### config.mk
export PLATFORM = sky130hd
export DESIGN_NAME = stopwatch_adjust_display
export DESIGN_NICKNAME = d
export VERILOG_FILES = /design/src/rtl/stopwatch_adjust_display.sv
export SDC_FILE = /design/constraint.sdc
export NUM_CORES = 1
export LEC_CHECK = 0
export BUFFER_PORTS_ARGS = -buffer_cell sky130_fd_sc_hd__buf_4
export CAP_MARGIN = 20
export CORE_ASPECT_RATIO = 0.6
export CORE_UTILIZATION = 45
export DETAILED_ROUTE_END_ITERATION = 8
export PLACE_DENSITY = 0.8
export SYNTH_ARGS = -nofsm -noshare
export SYNTH_HDL_FRONTEND = slang
export SYNTH_SLANG_ARGS = --single-unit
### constraint.sdc
create_clock -name clk_in -period 4.1 [get_ports clk_in]
set_input_delay 0.82 -clock clk_in [delete_from_list [all_inputs] [get_ports clk_in]]
set_output_delay 0.82 -clock clk_in [all_outputs]
set_load 0.005 [all_outputs]
### src/rtl/stopwatch_adjust_display.sv
// Stopwatch minute adjuster with BCD range saturation, plus a one-cycle
// registered display that substitutes an error code when an error is active.
module stopwatch_adjust_display #(
   parameter logic [15:0] MIN_TIME  = 16'h1020,
   parameter logic [15:0] MAX_TIME  = 16'h4930,
   parameter logic [15:0] ERR_CODE0 = 16'hEEEE,
   parameter logic [15:0] ERR_CODE1 = 16'h5555
) (
   input  logic        clk_in,
   input  logic        RESET,
   input  logic        ADD,
   input  logic        SUBTRACT,
   input  logic [15:0] PEV_Q,
   input  logic [15:0] Q,
   input  logic        ERROR_1,
   input  logic        ERROR_2,
   output logic [15:0] values_from_adder,
   output logic        signal,
   output logic        error_signal,
   output logic        error_index,
   output logic [15:0] D_Q
);

   logic [3:0]  tmin, mins, tsec, secs;
   logic        pev_invalid;

   logic [3:0]  inc_tmin, inc_mins;
   logic        inc_carry;
   logic [15:0] inc_val;
   logic        inc_over;

   logic [3:0]  dec_tmin, dec_mins;
   logic        dec_borrow;
   logic [15:0] dec_val;
   logic        dec_under;

   logic [15:0] d_q_q, d_q_d;

   assign tmin = PEV_Q[15:12];
   assign mins = PEV_Q[11:8];
   assign tsec = PEV_Q[7:4];
   assign secs = PEV_Q[3:0];

   assign pev_invalid = (tmin > 4'd9) | (mins > 4'd9) | (tsec > 4'd5) | (secs > 4'd9);

   // BCD increment of the minute field; carry out of tens-min means overflow.
   always_comb begin
      inc_carry = 1'b0;
      inc_tmin  = tmin;
      inc_mins  = mins + 4'd1;
      if (mins == 4'd9) begin
         inc_mins = 4'd0;
         if (tmin == 4'd9) begin
            inc_tmin  = 4'd0;
            inc_carry = 1'b1;
         end else begin
            inc_tmin = tmin + 4'd1;
         end
      end
   end

   assign inc_val  = {inc_tmin, inc_mins, tsec, secs};
   assign inc_over = inc_carry | (inc_val > MAX_TIME);

   // BCD decrement of the minute field; borrow out of tens-min means underflow.
   always_comb begin
      dec_borrow = 1'b0;
      dec_tmin   = tmin;
      dec_mins   = mins - 4'd1;
      if (mins == 4'd0) begin
         dec_mins = 4'd9;
         if (tmin == 4'd0) begin
            dec_tmin   = 4'd9;
            dec_borrow = 1'b1;
         end else begin
            dec_tmin = tmin - 4'd1;
         end
      end
   end

   assign dec_val   = {dec_tmin, dec_mins, tsec, secs};
   assign dec_under = dec_borrow | (dec_val < MIN_TIME);

   // Digits are valid BCD here, so a plain binary compare orders them as BCD.
   always_comb begin
      values_from_adder = PEV_Q;
      signal            = 1'b0;
      if (ADD != SUBTRACT) begin
         if (pev_invalid) begin
            values_from_adder = PEV_Q;
            signal            = 1'b1;
         end else if (ADD) begin
            if (inc_over) begin
               values_from_adder = MAX_TIME;
               signal            = 1'b1;
            end else begin
               values_from_adder = inc_val;
            end
         end else begin
            if (dec_under) begin
               values_from_adder = MIN_TIME;
               signal            = 1'b1;
            end else begin
               values_from_adder = dec_val;
            end
         end
      end
   end

   assign error_signal = ERROR_1 | ERROR_2;
   assign error_index  = ERROR_2 & ~ERROR_1;

   always_comb begin
      d_q_d = Q;
      if (error_signal) begin
         d_q_d = error_index ? ERR_CODE1 : ERR_CODE0;
      end
   end

   always_ff @(posedge clk_in) begin
      if (RESET) begin
         d_q_q <= 16'h0000;
      end else begin
         d_q_q <= d_q_d;
      end
   end

   assign D_Q = d_q_q;

endmodule

==> impl_metrics.toml <==
[global_route]
grt_max_degree = 16
initial_antenna_violation_count = 0
vias_in_the_first_global_route = 1571
track_usage = 0.308
overflow = 0
grt_first_pass_wirelength_mm = 7.51

[timing]
fmax_mhz = 253
grt_setup_unrepaired = "no"
setup_viol = 0
hold_violations = 0
fin_tns_setup_ps = 0
finalMaxSlewViolations = 0
max_slew_headroom = 0.642
portion_of_the_clock_cycle_consumed_by_the_worst_path_in_the_final_layout = 0.963
hold_slack_ps = 766
tightest_slew_ps = 534
post-route-min-period_ps = 3950

[synthesis]
post_synth_and_or_nand_nor_area_fraction = 0.328
post-synth-top-area-fraction = 0.238
synthTopCellsByArea = "dfxtp_1 (24%), nor2_1 (8.1%), a21oi_1 (5.9%)"
synth_flop_cell = "dfxtp_1"
adder_cell_area_share_of_the_yosys_netlist = 0.0371
synth.ff_latch_count = 16
cell_area_after_synthesis_um2 = 1350
synth_xor_xnor_area_share = 0
synth_compound_gate_area_share = 0.313
synth_top_family_by_area = "simple AND/OR/NAND/NOR gates"
post_synth_inst_count = 185
yosys_warnings = 0
sequential_area_share_after_synthesis = 0.238
synth.avg_cell_area_um2 = 7.28
synth.area.mux_share = 0.0195
synthesis.nets = 227
ys_types = 55
synth-edff-count = 0
async_reset_ff_frac = 0
netlist.top_cell.by_area = "dfxtp_1"

[clocking]
path_clk_slew_ps = 60
clock_sink_count = 16
cts_tree = "yes"
clockBufferDepth = 2
htree_levels = 1
cts_root_buffer = "clkbuf_8"
post_cts_buffers = 0
cts-buffers-inserted = 3
cts.repair.resized = 0
post_cts_hold_buffer_count = 0

[flow_run]
timing.max_cap.violations = 0

[critical_path]
worst_setup_path_start_kind = "input port"
crit_fanout = 11
end_kind = "output port"
worst_setup_path_class = "in2out"
timing.critical_path.from = "PEV_Q[8]"
worst_ep_required_time_ps = 3280
worst_ep_arrival_time_ps = 3130
end_point_of_the_critical_path = "values_from_adder[5]"

[drt]
ant_nets = 0
dr_total_vias = 1713
via_per_inst = 5.89
post_drt_wl_per_cell_um = 16.4
detailedRoute.firstIterationViolations = 256
drt_drc_violations_left = 0
detailedRoute.firstPassIterationCount = 6
routed_wl_mm = 4.78

[floorplanning]
die_w_um = 72.6
ports = 73
initial_core_util = 0.506
fp.dieArea_um2 = 3220
rows = 14
placeableCoreArea_um2 = 2660
die_height_um = 44.4

[run_status]
run_status = "finished clean"

[layout]
nFillCells = 220
commonest_non_fill_non_tap_cell_in_the_layout = "buf_4"
largest_register_ffs = 16
final_net_count = 295
area_added_between_synthesis_and_finish_pct = 45.1
layout_cell_share_with_drive_strength_beyond_1 = 0.359
most-common-layout-cells = "buf_4 (77), nor2_1 (29), dfxtp_1 (16), a21oi_1 (16), nand2_1 (10)"
num_antenna_cells = 0

[pwr]
max-vdd-ir-drop_v = 0.000199
power_per_cell_area_nw_per_um2 = 229
power_leakage_nw = 0.881

[placement]
finalWeightedCongestion = 1.05
hpwl_after_detailed_placement_mm = 3.83
io_buffers = 72

[worst_hold_path]
min-delay-path-class = "in2reg"
worst_hold_startpoint = "Q[4]"
[worst min path at each step]
stage / cells past startpoint / endpoint
final: 2 / D_Q[4]$_SDFF_PP0_
after detailed placement: 2 / D_Q[4]$_SDFF_PP0_
after floorplan: 1 / D_Q[5]$_SDFF_PP0_
after CTS: 2 / D_Q[4]$_SDFF_PP0_
after global placement: 2 / D_Q[8]$_SDFF_PP0_
after global routing: 2 / D_Q[8]$_SDFF_PP0_
[per-layer routing]
metal  global-route usage  part of all wire  vias up
met3                0.109              0.10        8
met1                0.414              0.45      786
met5                    0                 0        -
met4               0.0471            0.0036        0
met2                0.488              0.44      115
li1                     -                 -      804
[logic make-up after synthesis]
family | count (synthesis)
buffers and inverters | 21
DFF | 16
and+or+nand+nor | 82
adders and majority gates | 4
muxes | 2
AOI/OAI and AO/OA | 60
[final cells by class]
cell class                      instances  area (µm²)  area share
Tap cell                               40        50.0      0.0256
Timing Repair Buffer                   77         578       0.296
Clock buffer                            3        41.3      0.0211
Multi-Input combinational cell        148         940       0.480
Inverter                                7        26.3      0.0134
Sequential cell                        16         320       0.164
[power by group]
| part | leakage (nW) | switching (mW) | internal (mW) | total [mW] |
|---|---|---|---|---|
| combinational | 0.725 | 0.0801 | 0.0821 | 0.162 |
| clock | 0.0216 | 0.0531 | 0.0652 | 0.118 |
| sequential | 0.134 | 0.00262 | 0.165 | 0.168 |
[cell usage after synthesis (all sizes together), types with 2 or more instances]
cell type	instances
a211oi	2
nor2	29
nand3	2
buf	5
o21bai	2
or3	3
mux2	2
nor3	4
o311a	2
o31ai	5
dfxtp	16
inv	6
o22ai	2
o21ai	9
o21a	4
nand2b	7
nor4b	2
nand3b	2
or2	3
o311ai	2
a21oi	17
o221ai	2
a22o	3
nand2	10
nor2b	6
clkbuf	9
nand4	3
ha	4
nor3b	3
[stage by stage]
stage / std cells / util / power [mW] / area [µm²] / setup WS [ps]
after floorplan: 185 / - / 0.246 / 1350 / 471
after global placement: 288 / 0.719 / 0.325 / 1910 / 289
after detailed placement: 288 / 0.719 / 0.330 / 1910 / 205
after CTS: 291 / 0.734 / 0.445 / 1960 / 197
after global routing: 291 / 0.734 / 0.469 / 1960 / 35.6
final: 291 / 0.734 / 0.449 / 1960 / 153
[critical path: stages]
cell and delay [ps]:
buf_4 150, inv_1 110, ha_1 200, or4b_1 490
nand2_1 100, nand2_1 70, o31ai_2 500, o311a_1 420
or2_1 150, buf_4 100
Power figures use the tool's default switching activity.
